[src/rtl/ahb_bus_arbiter_if.sv]
// Bundle of request, transfer-control and grant signals between the AHB
// masters/bus muxes and the arbiter. The arbiter connects through the slave
// modport. The requesting side (masters plus the muxed bus) uses the master
// modport.
interface ahb_bus_arbiter_if #(
    parameter int NUM_MASTERS = 4
);
    localparam int MW = $clog2(NUM_MASTERS);

    logic [NUM_MASTERS-1:0] h_busreq;
    logic [NUM_MASTERS-1:0] h_lock;
    logic [1:0]             h_trans;
    logic [2:0]             h_burst;
    logic                   h_ready;
    logic                   h_resp;
    logic [NUM_MASTERS-1:0] h_grant;
    logic [MW-1:0]          h_master;
    logic [MW-1:0]          h_master_data;
    logic                   h_mastlock;

    modport slave (
        input  h_busreq, h_lock, h_trans, h_burst, h_ready, h_resp,
        output h_grant, h_master, h_master_data, h_mastlock
    );

    modport master (
        output h_busreq, h_lock, h_trans, h_burst, h_ready, h_resp,
        input  h_grant, h_master, h_master_data, h_mastlock
    );
endinterface

[src/rtl/ahb_bus_arbiter.sv]
// Round-robin AHB bus arbiter.
// - When nobody requests the bus, the grant parks on DEFAULT_MASTER.
// - Fixed-length bursts are never split.
// - INCR bursts are not split while the owner keeps h_busreq high.
// - Locked sequences are never split.
// - "Owner" means the master that currently holds the grant. The muxed
//   h_trans/h_burst are read as that master's transfer intent.
// - h_master follows the grant one h_ready edge later.
// - h_master_data follows h_master one h_ready edge after that.
module ahb_bus_arbiter #(
    parameter int NUM_MASTERS    = 4,
    parameter int DEFAULT_MASTER = 0
) (
    input  logic              h_clk,
    input  logic              h_reset,
    ahb_bus_arbiter_if.slave  bus
);
    localparam int MW = $clog2(NUM_MASTERS);
    localparam logic [MW-1:0] DEF_IDX = MW'(DEFAULT_MASTER);

    localparam logic [1:0] TR_IDLE   = 2'b00;
    localparam logic [1:0] TR_NONSEQ = 2'b10;
    localparam logic [1:0] TR_SEQ    = 2'b11;
    localparam logic [2:0] HB_INCR   = 3'b001;

    typedef enum logic [1:0] {
        ST_ARB   = 2'd0,
        ST_BURST = 2'd1,
        ST_LOCK  = 2'd2
    } state_t;

    state_t                 state_q, state_d;
    logic [3:0]             beat_cnt_q, beat_cnt_d;
    logic [MW-1:0]          rr_ptr_q, rr_ptr_d;
    logic [MW-1:0]          gnt_idx_q, gnt_idx_d;
    logic [NUM_MASTERS-1:0] h_grant_q, h_grant_d;
    logic [MW-1:0]          h_master_q, h_master_d;
    logic [MW-1:0]          h_master_data_q, h_master_data_d;
    logic                   h_mastlock_q, h_mastlock_d;

    // Round-robin candidates: slot gi is the master gi+1 places after rr_ptr
    logic [MW-1:0]          cand_idx [NUM_MASTERS];
    logic [NUM_MASTERS-1:0] cand_req;
    logic [MW-1:0]          pick_idx;

    for (genvar gi = 0; gi < NUM_MASTERS; gi++) begin : g_cand
        assign cand_idx[gi] = MW'((int'(rr_ptr_q) + gi + 1) % NUM_MASTERS);
        assign cand_req[gi] = bus.h_busreq[cand_idx[gi]];
    end

    // Earliest requesting slot after rr_ptr wins; park on default when idle
    always_comb begin
        pick_idx = DEF_IDX;
        for (int i = NUM_MASTERS - 1; i >= 0; i--) begin
            if (cand_req[i]) begin
                pick_idx = cand_idx[i];
            end
        end
    end

    // One-hot decode of the next grant index
    for (genvar gi = 0; gi < NUM_MASTERS; gi++) begin : g_onehot
        assign h_grant_d[gi] = (gnt_idx_d == MW'(gi));
    end

    // Number of beats still to come after the NONSEQ of a fixed-length burst
    function automatic logic [3:0] burst_beats_m1(input logic [2:0] hburst);
        case (hburst)
            3'd2, 3'd3: return 4'd3;
            3'd4, 3'd5: return 4'd7;
            3'd6, 3'd7: return 4'd15;
            default:    return 4'd0;
        endcase
    endfunction

    logic owner_req;
    logic owner_lock;
    logic fixed_burst;
    logic regrant;

    assign owner_req   = bus.h_busreq[gnt_idx_q];
    assign owner_lock  = bus.h_lock[gnt_idx_q];
    assign fixed_burst = (bus.h_burst[2:1] != 2'b00);

    // Next-state logic: FSM transitions, beat counting, handover pipeline
    always_comb begin
        state_d         = state_q;
        beat_cnt_d      = beat_cnt_q;
        rr_ptr_d        = rr_ptr_q;
        gnt_idx_d       = gnt_idx_q;
        h_master_d      = h_master_q;
        h_master_data_d = h_master_data_q;
        h_mastlock_d    = h_mastlock_q;
        regrant         = 1'b0;

        if (bus.h_ready) begin
            h_master_d      = gnt_idx_q;
            h_master_data_d = h_master_q;
            h_mastlock_d    = owner_lock;
            unique case (state_q)
                ST_ARB: begin
                    if (owner_lock) begin
                        state_d = ST_LOCK;
                    end else if (bus.h_trans == TR_NONSEQ && fixed_burst) begin
                        state_d    = ST_BURST;
                        beat_cnt_d = burst_beats_m1(bus.h_burst);
                    end else if (!((bus.h_trans == TR_NONSEQ || bus.h_trans == TR_SEQ)
                                   && bus.h_burst == HB_INCR && owner_req)) begin
                        regrant = 1'b1;
                    end
                end
                ST_BURST: begin
                    if (bus.h_trans == TR_IDLE) begin
                        state_d    = ST_ARB;
                        beat_cnt_d = 4'd0;
                        regrant    = 1'b1;
                    end else if (bus.h_trans == TR_NONSEQ) begin
                        if (fixed_burst) begin
                            beat_cnt_d = burst_beats_m1(bus.h_burst);
                        end else begin
                            state_d    = ST_ARB;
                            beat_cnt_d = 4'd0;
                            regrant    = 1'b1;
                        end
                    end else if (bus.h_trans == TR_SEQ) begin
                        if (beat_cnt_q <= 4'd1) begin
                            state_d    = ST_ARB;
                            beat_cnt_d = 4'd0;
                            regrant    = 1'b1;
                        end else begin
                            beat_cnt_d = beat_cnt_q - 4'd1;
                        end
                    end
                    // BUSY: the burst is paused, nothing changes
                end
                ST_LOCK: begin
                    if (!owner_lock) begin
                        state_d = ST_ARB;
                        regrant = 1'b1;
                    end
                end
                default: begin
                    state_d = ST_ARB;
                end
            endcase
        end else if (bus.h_resp && state_q == ST_BURST) begin
            // First error cycle: cancel the burst and re-arbitrate immediately
            state_d    = ST_ARB;
            beat_cnt_d = 4'd0;
            regrant    = 1'b1;
        end

        if (regrant && pick_idx != gnt_idx_q) begin
            gnt_idx_d = pick_idx;
            rr_ptr_d  = pick_idx;
        end
    end

    // State and output registers with synchronous reset
    always_ff @(posedge h_clk) begin
        if (h_reset) begin
            state_q         <= ST_ARB;
            beat_cnt_q      <= 4'd0;
            rr_ptr_q        <= DEF_IDX;
            gnt_idx_q       <= DEF_IDX;
            h_grant_q       <= NUM_MASTERS'(1) << DEFAULT_MASTER;
            h_master_q      <= DEF_IDX;
            h_master_data_q <= DEF_IDX;
            h_mastlock_q    <= 1'b0;
        end else begin
            state_q         <= state_d;
            beat_cnt_q      <= beat_cnt_d;
            rr_ptr_q        <= rr_ptr_d;
            gnt_idx_q       <= gnt_idx_d;
            h_grant_q       <= h_grant_d;
            h_master_q      <= h_master_d;
            h_master_data_q <= h_master_data_d;
            h_mastlock_q    <= h_mastlock_d;
        end
    end

    assign bus.h_grant       = h_grant_q;
    assign bus.h_master      = h_master_q;
    assign bus.h_master_data = h_master_data_q;
    assign bus.h_mastlock    = h_mastlock_q;
endmodule

[src/flat_wrapper.sv]
// flat-port wrapper written by rule: the top's interface ports become plain ports
module ahb_bus_arbiter_flat 
#(
    parameter int NUM_MASTERS    = 4,
    parameter int DEFAULT_MASTER = 0
)
  (h_clk, h_reset, bus_h_busreq, bus_h_lock, bus_h_trans, bus_h_burst, bus_h_ready, bus_h_resp, bus_h_grant, bus_h_master, bus_h_master_data, bus_h_mastlock);
  ahb_bus_arbiter_if #(.NUM_MASTERS(NUM_MASTERS)) bus_i ();
  input  logic h_clk;
  input  logic h_reset;
  input wire logic [$bits(bus_i.h_busreq)-1:0] bus_h_busreq;
  input wire logic [$bits(bus_i.h_lock)-1:0] bus_h_lock;
  input wire logic [$bits(bus_i.h_trans)-1:0] bus_h_trans;
  input wire logic [$bits(bus_i.h_burst)-1:0] bus_h_burst;
  input wire logic [$bits(bus_i.h_ready)-1:0] bus_h_ready;
  input wire logic [$bits(bus_i.h_resp)-1:0] bus_h_resp;
  output wire logic [$bits(bus_i.h_grant)-1:0] bus_h_grant;
  output wire logic [$bits(bus_i.h_master)-1:0] bus_h_master;
  output wire logic [$bits(bus_i.h_master_data)-1:0] bus_h_master_data;
  output wire logic [$bits(bus_i.h_mastlock)-1:0] bus_h_mastlock;
  assign bus_i.h_busreq = bus_h_busreq;
  assign bus_i.h_lock = bus_h_lock;
  assign bus_i.h_trans = bus_h_trans;
  assign bus_i.h_burst = bus_h_burst;
  assign bus_i.h_ready = bus_h_ready;
  assign bus_i.h_resp = bus_h_resp;
  assign bus_h_grant = bus_i.h_grant;
  assign bus_h_master = bus_i.h_master;
  assign bus_h_master_data = bus_i.h_master_data;
  assign bus_h_mastlock = bus_i.h_mastlock;
  ahb_bus_arbiter #(.NUM_MASTERS(NUM_MASTERS), .DEFAULT_MASTER(DEFAULT_MASTER)) u_core (.h_clk(h_clk), .h_reset(h_reset), .bus(bus_i));
endmodule
[config.mk]
export PLATFORM = sky130hd
export DESIGN_NAME = ahb_bus_arbiter_flat
export DESIGN_NICKNAME = d
export VERILOG_FILES = /design/src/rtl/ahb_bus_arbiter_if.sv /design/src/rtl/ahb_bus_arbiter.sv /design/src/flat_wrapper.sv
export SDC_FILE = /design/constraint.sdc
export NUM_CORES = 1
export LEC_CHECK = 0
export CAP_MARGIN = 15
export CORE_AREA = 5 5 56 58
export DETAILED_ROUTE_END_ITERATION = 8
export DIE_AREA = 0 0 61 63
export DONT_BUFFER_PORTS = 1
export PLACE_DENSITY = 0.64
export SETUP_SLACK_MARGIN = 0.2
export SKIP_LAST_GASP = 1
export SYNTH_ARGS = -nofsm -noshare
export SYNTH_HDL_FRONTEND = slang
export SYNTH_SLANG_ARGS = --single-unit
[constraint.sdc]
create_clock -name h_clk -period 2.25 [get_ports h_clk]
set_input_delay 0.3375 -clock h_clk [delete_from_list [all_inputs] [get_ports h_clk]]
set_output_delay 0.3375 -clock h_clk [all_outputs]
set_load 0.02 [all_outputs]
After elaboration in Yosys (flattened, before gate mapping)
Index checks and enable logic that the tools add are counted.
{"block": "totals", "word_cells": 111, "input_bits": 17, "register_bits": 19}
{"block": "op_classes", "n_addsub": 7, "n_lt_le_gt_ge": 6, "n_eq_ne": 23, "mux": 51, "n_reduce_logical": 16}
{"operator": "4-bit two-way mux", "count": 9}
{"operator": "2-bit two-way mux", "count": 15}
{"operator": "1-bit two-way mux", "count": 17}
{"operator": "2-bit by 3-bit < comparator with 1-bit output, second input constant", "count": 5}
{"operator": "1-bit binary-select mux with 2-bit select", "count": 6}
{"operator": "3-bit == test, second input constant", "count": 4}
{"operator": "4-bit one-hot mux with 3 select lines", "count": 1}
{"operator": "2-bit adder, second input constant", "count": 5}
{"operator": "2-bit == test, second input constant", "count": 5}
{"operator": "5-bit by 2-bit != test with 1-bit output, second input constant", "count": 2}
{"operator": "4-bit one-hot mux with 2 select lines", "count": 1}
{"operator": "3-bit by 2-bit == test with 1-bit output, second input constant", "count": 2}
{"operator": "2-bit logical NOT", "count": 3}
{"operator": "3-bit != test, second input constant", "count": 2}
{"operator": "2-bit one-hot mux with 3 select lines", "count": 1}
{"operator": "6-bit AND reduction", "count": 1}
{"operator": "2-bit OR reduction", "count": 3}
{"operator": "1-bit logical AND", "count": 5}
{"operator": "5-bit != test, second input constant", "count": 1}
{"operator": "5-bit AND reduction", "count": 1}
{"operator": "2-bit by 1-bit == test with 1-bit output, second input constant", "count": 2}
{"operator": "4-bit by 1-bit <= comparator with 1-bit output, second input constant", "count": 1}
{"operator": "4-bit by 2-bit != test with 1-bit output, second input constant", "count": 1}
{"operator": "2-bit nonzero test", "count": 2}
{"operator": "other kinds (8)", "count": 8}

Depth between registers and ports, before layout
Gate-level depths: netlist of run 1.
{"block": "depth", "word_depth": 12, "depth_mapped": 9, "ltp_nobuf": 8}

Worst setup path before layout of run 1
Ideal clock, no wire load.
{"block": "synth_path", "kind": "reg2reg", "from": "register u_core.gnt_idx_q[0]", "to": "register u_core.gnt_idx_q[0]", "arrival_time_ns": 1.872, "synth_period_minus_slack_ns": 2.000, "stages_incl_launch_ff": 8, "setup_slack_ns": 0.250, "required_ns": 2.122, "setup_ns": 0.128, "cell_sequence": "dfxtp_1 buf_6 mux4_2 or3b_1 a31oi_2 buf_6 mux2i_1 nor2_1"}
{"block": "synth_via", "elab_chain_len": 10, "elab_cells_between_ends": 14, "cone_classes": "eq/ne (1); mux (11); reduce/logical (2)"}
{"element": "from (decl)", "line_no": "ahb_bus_arbiter.sv:35", "source": "logic [MW-1:0] gnt_idx_q, gnt_idx_d;"}
{"element": "from (signal assigned)", "line_no": "ahb_bus_arbiter.sv:174", "source": "gnt_idx_q <= gnt_idx_d;"}
{"element": "1-bit binary-select mux with 2-bit select", "line_no": "ahb_bus_arbiter.sv:81", "source": "assign owner_req = bus.h_busreq[gnt_idx_q];"}
{"element": "1-bit two-way mux (implied by the code)", "line_no": "ahb_bus_arbiter.sv:81"}
{"element": "1-bit logical AND", "line_no": "ahb_bus_arbiter.sv:108", "source": "&& bus.h_burst == HB_INCR && owner_req)) begin"}
{"element": "1-bit two-way mux", "line_no": "ahb_bus_arbiter.sv:107", "source": "end else if (!((bus.h_trans == TR_NONSEQ || bus.h_trans == TR_SEQ)"}
{"element": "1-bit two-way mux", "line_no": "ahb_bus_arbiter.sv:104", "source": "end else if (bus.h_trans == TR_NONSEQ && fixed_burst) begin"}
{"element": "1-bit two-way mux", "line_no": "ahb_bus_arbiter.sv:102", "source": "if (owner_lock) begin"}
{"element": "1-bit one-hot mux with 3 select lines", "line_no": "ahb_bus_arbiter.sv:100", "source": "unique case (state_q)"}
{"element": "1-bit two-way mux", "line_no": "ahb_bus_arbiter.sv:96", "source": "if (bus.h_ready) begin"}
{"element": "1-bit logical AND", "line_no": "ahb_bus_arbiter.sv:153", "source": "if (regrant && pick_idx != gnt_idx_q) begin"}
{"element": "2-bit two-way mux *", "line_no": "ahb_bus_arbiter.sv:153"}
Every way passes the cells marked *; elsewhere a longest branch is shown, timed or not. The select of a mux whose other input is x is not followed.
A chain may end at the register's enable or synchronous reset.

Worst setup path in the final report of run 1
Same ends and word-level chain as after synthesis.

==> metrics, run 1 <==
PD cells=590.0 nW/um^2; maximum frequency from static timing analysis=between 500 and 600 MHz; post-placement cell area=roughly 1200 um^2; CTS tree=yes; Skew-Pair Late Insertion Delay=0.29 ns; highest fanout seen on the critical path=11; post-DR vias/cell=about 5.8; critical path arrival=roughly 2.1 ns; area of the die=roughly 3800 um^2; Slew Limit Headroom=between 30 and 40%; synth warn=0; TritonRoute pass-1 iters=5; count of final hold-check violations=0; cts hold-fix bufs=0; number of buffer and inverter instances along the worst setup path=1; ratio of cells with drive above 1 in the final layout=approximately an eighth; post-DR wirelength/cell=14.35 um; peak supply drop=approximately 0.39 mV; vias in the first global route=between 900 and 1000; post-synthesis cell type count=39; peak per-stage delay on the critical path=0.55 ns; element type at the critical path end=flop; share of the yosys chip area belonging to registers=between 30% and 40%; predominant post-synthesis flop cell=sky130_fd_sc_hd__dfxtp_1; Critical Path Source=u_core.gnt_idx_q[0]; Row Count=19; number of buffers on the longest clock path=2; flip-flop and latch count after synthesis=19; Cells after Synth=144; required time at the worst-slack endpoint=between 2 and 2.5 ns; # diodes=0; leakage power figure=0.4973 nW; aggregate global-route resource usage=between 10% and 20%; Net Count, Synth=approximately 170; area of the core=2615 um^2; final non-filler cell area=between 1000 and 1500 um^2; via count=approximately 1000; sum of negative setup slack=0 ns; hold crit path type=input pin to flop; family of cells with the greatest summed delay on the critical path=multiplexers; final global-route overflow total=0; Worst Reg2Reg Path Length in Cells=6; iteration-0 DRC count of the detailed router=35; crit-path cells=mux4_2 -> or3b_1 -> a31oi_2 -> buf_6 -> mux2i_1 -> nor2_1; Area growth syn-to-layout=5.203%; pin count of the biggest net entering global routing=17; CTS clock-pin slew for the worst setup and hold paths=roughly 0.11 ns; count of antenna-violating nets left after detailed routing=0; total clock buffers created by CTS=3; Startpoint Class=flop; H-tree levels=1; unrepaired setup endpoints after global routing=yes; # clock sinks=19; Max Clock Skew=roughly 0.0068 ns; detailed-route DRC error count=0; Reg2Reg Capture Point=u_core.gnt_idx_q[0]; Post-synth EDFFs=0; worst hold stages=1; aggregate routed wire length=2526 um; synthesized cell area=1202 um^2; worst-case register-to-register setup slack=a little over 0.3 ns; clk root buf=sky130_fd_sc_hd__clkbuf_4; port bufs=0; shortest period the worst path allows=1.945 ns; GP Congestion=0.8408; effective utilization at floorplan=between 40% and 50%; ratio of final minimum period to clock period=86.45%; Die Wd=approximately 61 um; number of antenna violations at the first check in global routing=0; startpoint of the most critical register-to-register path=u_core.gnt_idx_q[0]; slowest cell on the critical path=sky130_fd_sc_hd__mux4_2; Slew Viols, Final=0; endpoints failing setup=0; FFs w/ async S/R, synth=0%; maxcap violations=0; slew at the pin closest to its max-slew limit=0.9504 ns; hpwl dp=2002 um; first-pass GRT wire length=around 4100 um; Post-layout nets=about 170; launch instance of the worst min-delay path=h_reset; result of the run=complete, no violations; Hold EP=u_core.state_q[1]; mean cell area of the mapped netlist=8.350 um^2; classification of the worst setup path=flop to flop; I/O pin count=26; vertical die dimension=roughly 63 um
layer usage:
| layer | wire, um | GRT usage (%) |
|---|---|---|
| met3 | 89 | 2.066 |
| met2 | 1339 | 23.66 |
| met1 | 1058 | 16.06 |
| met5 | 0 | 0 |
| met4 | 38 | 5.691 |
sequential cells by signal (all words and copies together) (netlist names):
name,count
u_core.beat_cnt_q,4
u_core.bus.h_grant,4
u_core.bus.h_master,2
u_core.bus.h_master_data,2
u_core.bus.h_mastlock,1
u_core.gnt_idx_q,2
u_core.rr_ptr_q,2
u_core.state_q,2
synth_stat cells (all sizes together), types with 2 or more instances:
cell | instances | area (um^2)
a211oi | 3 | 22.52
a21o | 2 | 15.01
a21oi | 7 | 35.03
a31oi | 2 | 18.77
buf | 3 | 27.52
clkbuf | 4 | 15.01
dfxtp | 19 | 380.4
ha | 6 | 75.07
inv | 7 | 26.28
mux2i | 9 | 90.09
mux4 | 2 | 45.04
nand2 | 13 | 48.80
nand2b | 4 | 25.02
nand3b | 3 | 22.52
nor2 | 19 | 71.32
nor2b | 3 | 18.77
nor3 | 6 | 30.03
o21a | 2 | 15.01
o21ai | 9 | 48.80
o2bb2ai | 3 | 26.28
o311ai | 3 | 26.28
or3b | 3 | 26.28
xor2 | 2 | 17.52
stage by stage:
stage,power [mW],setup WS (ns),cells,util (%),hold WS [ns]
finish,0.7463,0.3050,176,48.37,0.09579
global route,0.7934,0.1764,176,48.37,0.06766
floorplan,0.5538,0.2503,144,-,0.4463
detailed placement,0.5773,0.1654,171,46.70,0.4124
CTS,0.7490,0.2069,175,47.75,0.08440
global placement,0.5717,0.1977,171,46.70,0.4111
worst reg2reg max path: stages (launching register included):
cell and delay, ns:
sky130_fd_sc_hd__dfxtp_2 0.35, sky130_fd_sc_hd__mux4_2 0.55, sky130_fd_sc_hd__or3b_1 0.39, sky130_fd_sc_hd__a31oi_2 0.16, sky130_fd_sc_hd__buf_6 0.16, sky130_fd_sc_hd__mux2i_1 0.18
sky130_fd_sc_hd__nor2_1 0.06
power breakdown:
| part | switching [mW] | internal [mW] |
|---|---|---|
| Sequential | 0.0334 | 0.361 |
| Combinational | 0.0954 | 0.0877 |
| Clock | 0.103 | 0.0661 |
what timing repair did:
action / CTS / global route
hold endpoints to repair: 0 / 0
gates resized for setup: 0 / 4
buffers inserted: 0 / 1
setup endpoints to repair: 0 / 8
cell families after synthesis:
kind of cell / after synthesis / share of synthesized area (%)
and+or+nand+nor: 55 / 22.27
AOI/OAI and AO/OA: 36 / 20.71
DFF: 19 / 31.63
buffers and inverters: 14 / 5.723
muxes: 11 / 11.24
adders and majority gates: 6 / 6.243
xor gates and xnor gates: 3 / 2.186
cell usage in the layout (no fill, tap or decap), types with 2 or more instances in the layout:
| cell | synthesis | layout |
|---|---|---|
| sky130_fd_sc_hd__nor3_1 | 6 | 6 |
| sky130_fd_sc_hd__o21a_1 | 2 | 2 |
| sky130_fd_sc_hd__clkbuf_4 | 0 | 3 |
| sky130_fd_sc_hd__nand2b_1 | 4 | 4 |
| sky130_fd_sc_hd__nor2_1 | 19 | 18 |
| sky130_fd_sc_hd__nand2_1 | 13 | 13 |
| sky130_fd_sc_hd__a21oi_1 | 7 | 7 |
| sky130_fd_sc_hd__nand3b_1 | 3 | 3 |
| sky130_fd_sc_hd__o21ai_1 | 2 | 2 |
| sky130_fd_sc_hd__or3b_2 | 2 | 2 |
| sky130_fd_sc_hd__xor2_1 | 2 | 2 |
| sky130_fd_sc_hd__mux4_2 | 2 | 2 |
| sky130_fd_sc_hd__a21o_1 | 2 | 2 |
| sky130_fd_sc_hd__mux2i_1 | 9 | 9 |
| sky130_fd_sc_hd__dfxtp_1 | 19 | 17 |
| sky130_fd_sc_hd__o2bb2ai_1 | 3 | 3 |
| sky130_fd_sc_hd__ha_1 | 6 | 6 |
| sky130_fd_sc_hd__o311ai_1 | 2 | 2 |
| sky130_fd_sc_hd__dfxtp_2 | 0 | 2 |
| sky130_fd_sc_hd__buf_4 | 0 | 3 |
| sky130_fd_sc_hd__nor2b_1 | 3 | 3 |
| sky130_fd_sc_hd__a211oi_1 | 3 | 3 |
| sky130_fd_sc_hd__o21ai_0 | 6 | 6 |
| sky130_fd_sc_hd__inv_1 | 7 | 7 |
final cells by class:
class                   instances  area (um^2)
clock buffers                   3        22.52
flip-flops and latches         19        382.9
fillers                       267         1350
inverters                       7        26.28
repair buffers                  4        33.78
multi-input cells             111        755.7
clock inverters                 1        5.005
well taps                      31        38.79
worst max path at each step:
stage	slack (ns)	end	cells past startpoint
global placement	0.20	u_core.bus.h_grant[2]	9
CTS	0.21	u_core.bus.h_grant[2]	9
global route	0.18	u_core.gnt_idx_q[0]	6
finish	0.30	u_core.gnt_idx_q[0]	6
floorplan	0.25	u_core.gnt_idx_q[0]	7
detailed placement	0.17	u_core.bus.h_grant[2]	9
Power figures use the tool's default switching activity.
==> run 2, diff against run 1 <==
RECOVER_POWER = 50   (was default)
==> run 2 against run 1 <==
Effect of this change: combinational power barely moved; critical path depth stayed put; non-clock buffer count stayed put; sequential share of layout area shrank 0.069 points; first-iteration DRC count unchanged; final cell count is the same; sequential power about the same; via count fell by 0.79%; critical path type unchanged; highest routed layer unchanged; routed wire length increased by 0.28%; global-route usage is the same; die area stayed put.
==> metrics, run 2 (synthesis results as in run 1) <==
result of the run=complete, no violations; highest fanout seen on the critical path=11 (unchanged); sum of negative setup slack=0 ns (unchanged); Slew Viols, Final=0 (unchanged); Area growth syn-to-layout=5.099% (about the same); classification of the worst setup path=flop to flop; Die Wd=61 um (unchanged); endpoints failing setup=0 (unchanged); count of antenna-violating nets left after detailed routing=0 (unchanged); PD cells=589.8 nW/um^2 (about the same); ratio of cells with drive above 1 in the final layout=11.72% (-0.69 points); Skew-Pair Late Insertion Delay=0.29 ns (about the same); number of buffers on the longest clock path=2 (unchanged); aggregate routed wire length=2533 um (+0.28%); shortest period the worst path allows=1.972 ns (+0.02649 ns); element type at the critical path end=flop; cts hold-fix bufs=0 (unchanged); post-DR wirelength/cell=14.39 um (+0.28%); maxcap violations=0 (unchanged); area of the core=2615 um^2 (unchanged); slew at the pin closest to its max-slew limit=0.9401 ns (-0.01028 ns); clk root buf=sky130_fd_sc_hd__clkbuf_4; peak per-stage delay on the critical path=0.56 ns (about the same); most used routing layer=met2; maximum frequency from static timing analysis=507.2 MHz (-1.3%); number of fillers in the final layout=268 (+0.37%); detailed-route DRC error count=0 (unchanged); final global-route overflow total=0 (unchanged); number of antenna violations at the first check in global routing=0 (unchanged); slowest cell on the critical path=sky130_fd_sc_hd__mux4_2; vertical die dimension=63 um (unchanged); # diodes=0 (unchanged); count of final hold-check violations=0 (unchanged); grt met1 use=16.06% (unchanged); iteration-0 DRC count of the detailed router=35 (unchanged); Startpoint Class=flop; GP Congestion=0.8408 (unchanged); required time at the worst-slack endpoint=2.45 ns (about the same); hpwl dp=2002 um (unchanged); Row Count=19 (unchanged); Max Clock Skew=0.007099 ns (+0.0002977 ns); crit-path cells=mux4_2 -> or3b_1 -> a31oi_2 -> buf_6 -> mux2i_1 -> nor2_1; vias in the first global route=932 (unchanged); ratio of final minimum period to clock period=87.62% (+1.2 points); CTS tree=yes; H-tree levels=1 (unchanged); port bufs=0 (unchanged); I/O pin count=26 (unchanged); CTS clock-pin slew for the worst setup and hold paths=0.11 ns (about the same); total clock buffers created by CTS=3 (unchanged); pin count of the biggest net entering global routing=17 (unchanged); Post-layout nets=169 (unchanged); effective utilization at floorplan=45.98% (unchanged); peak supply drop=0.3936 mV (about the same); post-DR vias/cell=5.744 (-0.79%); aggregate global-route resource usage=13.65% (unchanged); Power Total=745.4 uW (-0.13%); first-pass GRT wire length=4140 um (unchanged); # clock sinks=19 (unchanged); global routing usage on met2=23.66% (unchanged); area of the die=3843 um^2 (unchanged); leakage power figure=0.4967 nW (-0.12%); leading cell types in the layout, fill and taps excluded=sky130_fd_sc_hd__nor2_1 (18), sky130_fd_sc_hd__dfxtp_1 (18), sky130_fd_sc_hd__nand2_1 (13); TritonRoute pass-1 iters=4 (-1); GR Util met3=2.066% (unchanged); unrepaired setup endpoints after global routing=yes; worst-case register-to-register setup slack=0.28 ns (-0.03 ns); Slew Limit Headroom=36.34% (+0.70 points); hold crit path type=input pin to flop; via count=1011 (-0.79%); critical path arrival=2.17 ns (+0.03 ns)
run 2: cell types whose count changed in the layout (fill, tap and decap cells not counted):
cell | previous run | this run
sky130_fd_sc_hd__clkbuf_4 | 3 | 4
sky130_fd_sc_hd__dfxtp_2 | 2 | 1
sky130_fd_sc_hd__dfxtp_1 | 17 | 18
sky130_fd_sc_hd__buf_4 | 3 | 2
run 2: layout make-up:
class | instances | area (um^2) | share of cell area (%)
inverters | 7 | 26.28 | 2.079
clock buffers | 3 | 22.52 | 1.782
well taps | 31 | 38.79 | 3.069
clock inverters | 1 | 5.005 | 0.3960
repair buffers | 4 | 33.78 | 2.673
multi-input cells | 111 | 755.7 | 59.80
flip-flops and latches | 19 | 381.6 | 30.20
run 2: timing repair:
| item | CTS | global route |
|---|---|---|
| setup buffers | 0 | 1 |
| gates resized for setup | 0 | 4 |
| endpoints found under the setup margin | 0 | 8 |
run 2: power by group:
| part | total [mW] | internal [mW] | switching, mW | leakage (nW) |
|---|---|---|---|---|
| sequential | 0.394 | 0.360 | 0.0334 | 0.155 |
| clock | 0.169 | 0.0661 | 0.103 | 0.0177 |
| combinational | 0.183 | 0.0874 | 0.0954 | 0.324 |
| total | 0.745 | 0.514 | 0.231 | 0.497 |
run 2: path summary, 6_finish.rpt:
path / from / to / depth (start not counted)
worst max-delay path: u_core.gnt_idx_q[0] / u_core.gnt_idx_q[1] / 6
worst min-delay path: h_reset / u_core.state_q[1] / 1
worst max register to register: u_core.gnt_idx_q[0] / u_core.gnt_idx_q[1] / 6
worst min register to register: u_core.rr_ptr_q[0] / u_core.rr_ptr_q[0] / 2
run 2: per-stage QoR:
step	cells	worst slack [ns]	utilization (%)	hold slack, ns	instance area (um^2)
2_1_floorplan	144	0.2503	-	0.4463	1202
3_3_place_gp	171	0.1977	46.70	0.4111	1221
3_5_place_dp	171	0.1654	46.70	0.4124	1221
4_1_cts	175	0.2069	47.75	0.08440	1249
5_1_grt	176	0.1455	48.33	0.06766	1264
6_report	176	0.2785	48.33	0.09603	1264
run 2: routing by layer:
| layer | up-vias | share of wire [%] |
|---|---|---|
| met3 | 4 | 3.2 |
| met2 | 14 | 53 |
| met4 | 0 | 1.4 |
| li1 | 517 | - |
| met5 | - | 0 |
| met1 | 476 | 43 |
run 2: critical path, delay by kind of cell (launching register included):
family / cells / cell delay [ns]
buffers and inverters: 1 / 0.16
muxes: 2 / 0.75
DFF: 1 / 0.37
and+or+nand+nor: 2 / 0.44
AOI/OAI and AO/OA: 1 / 0.16
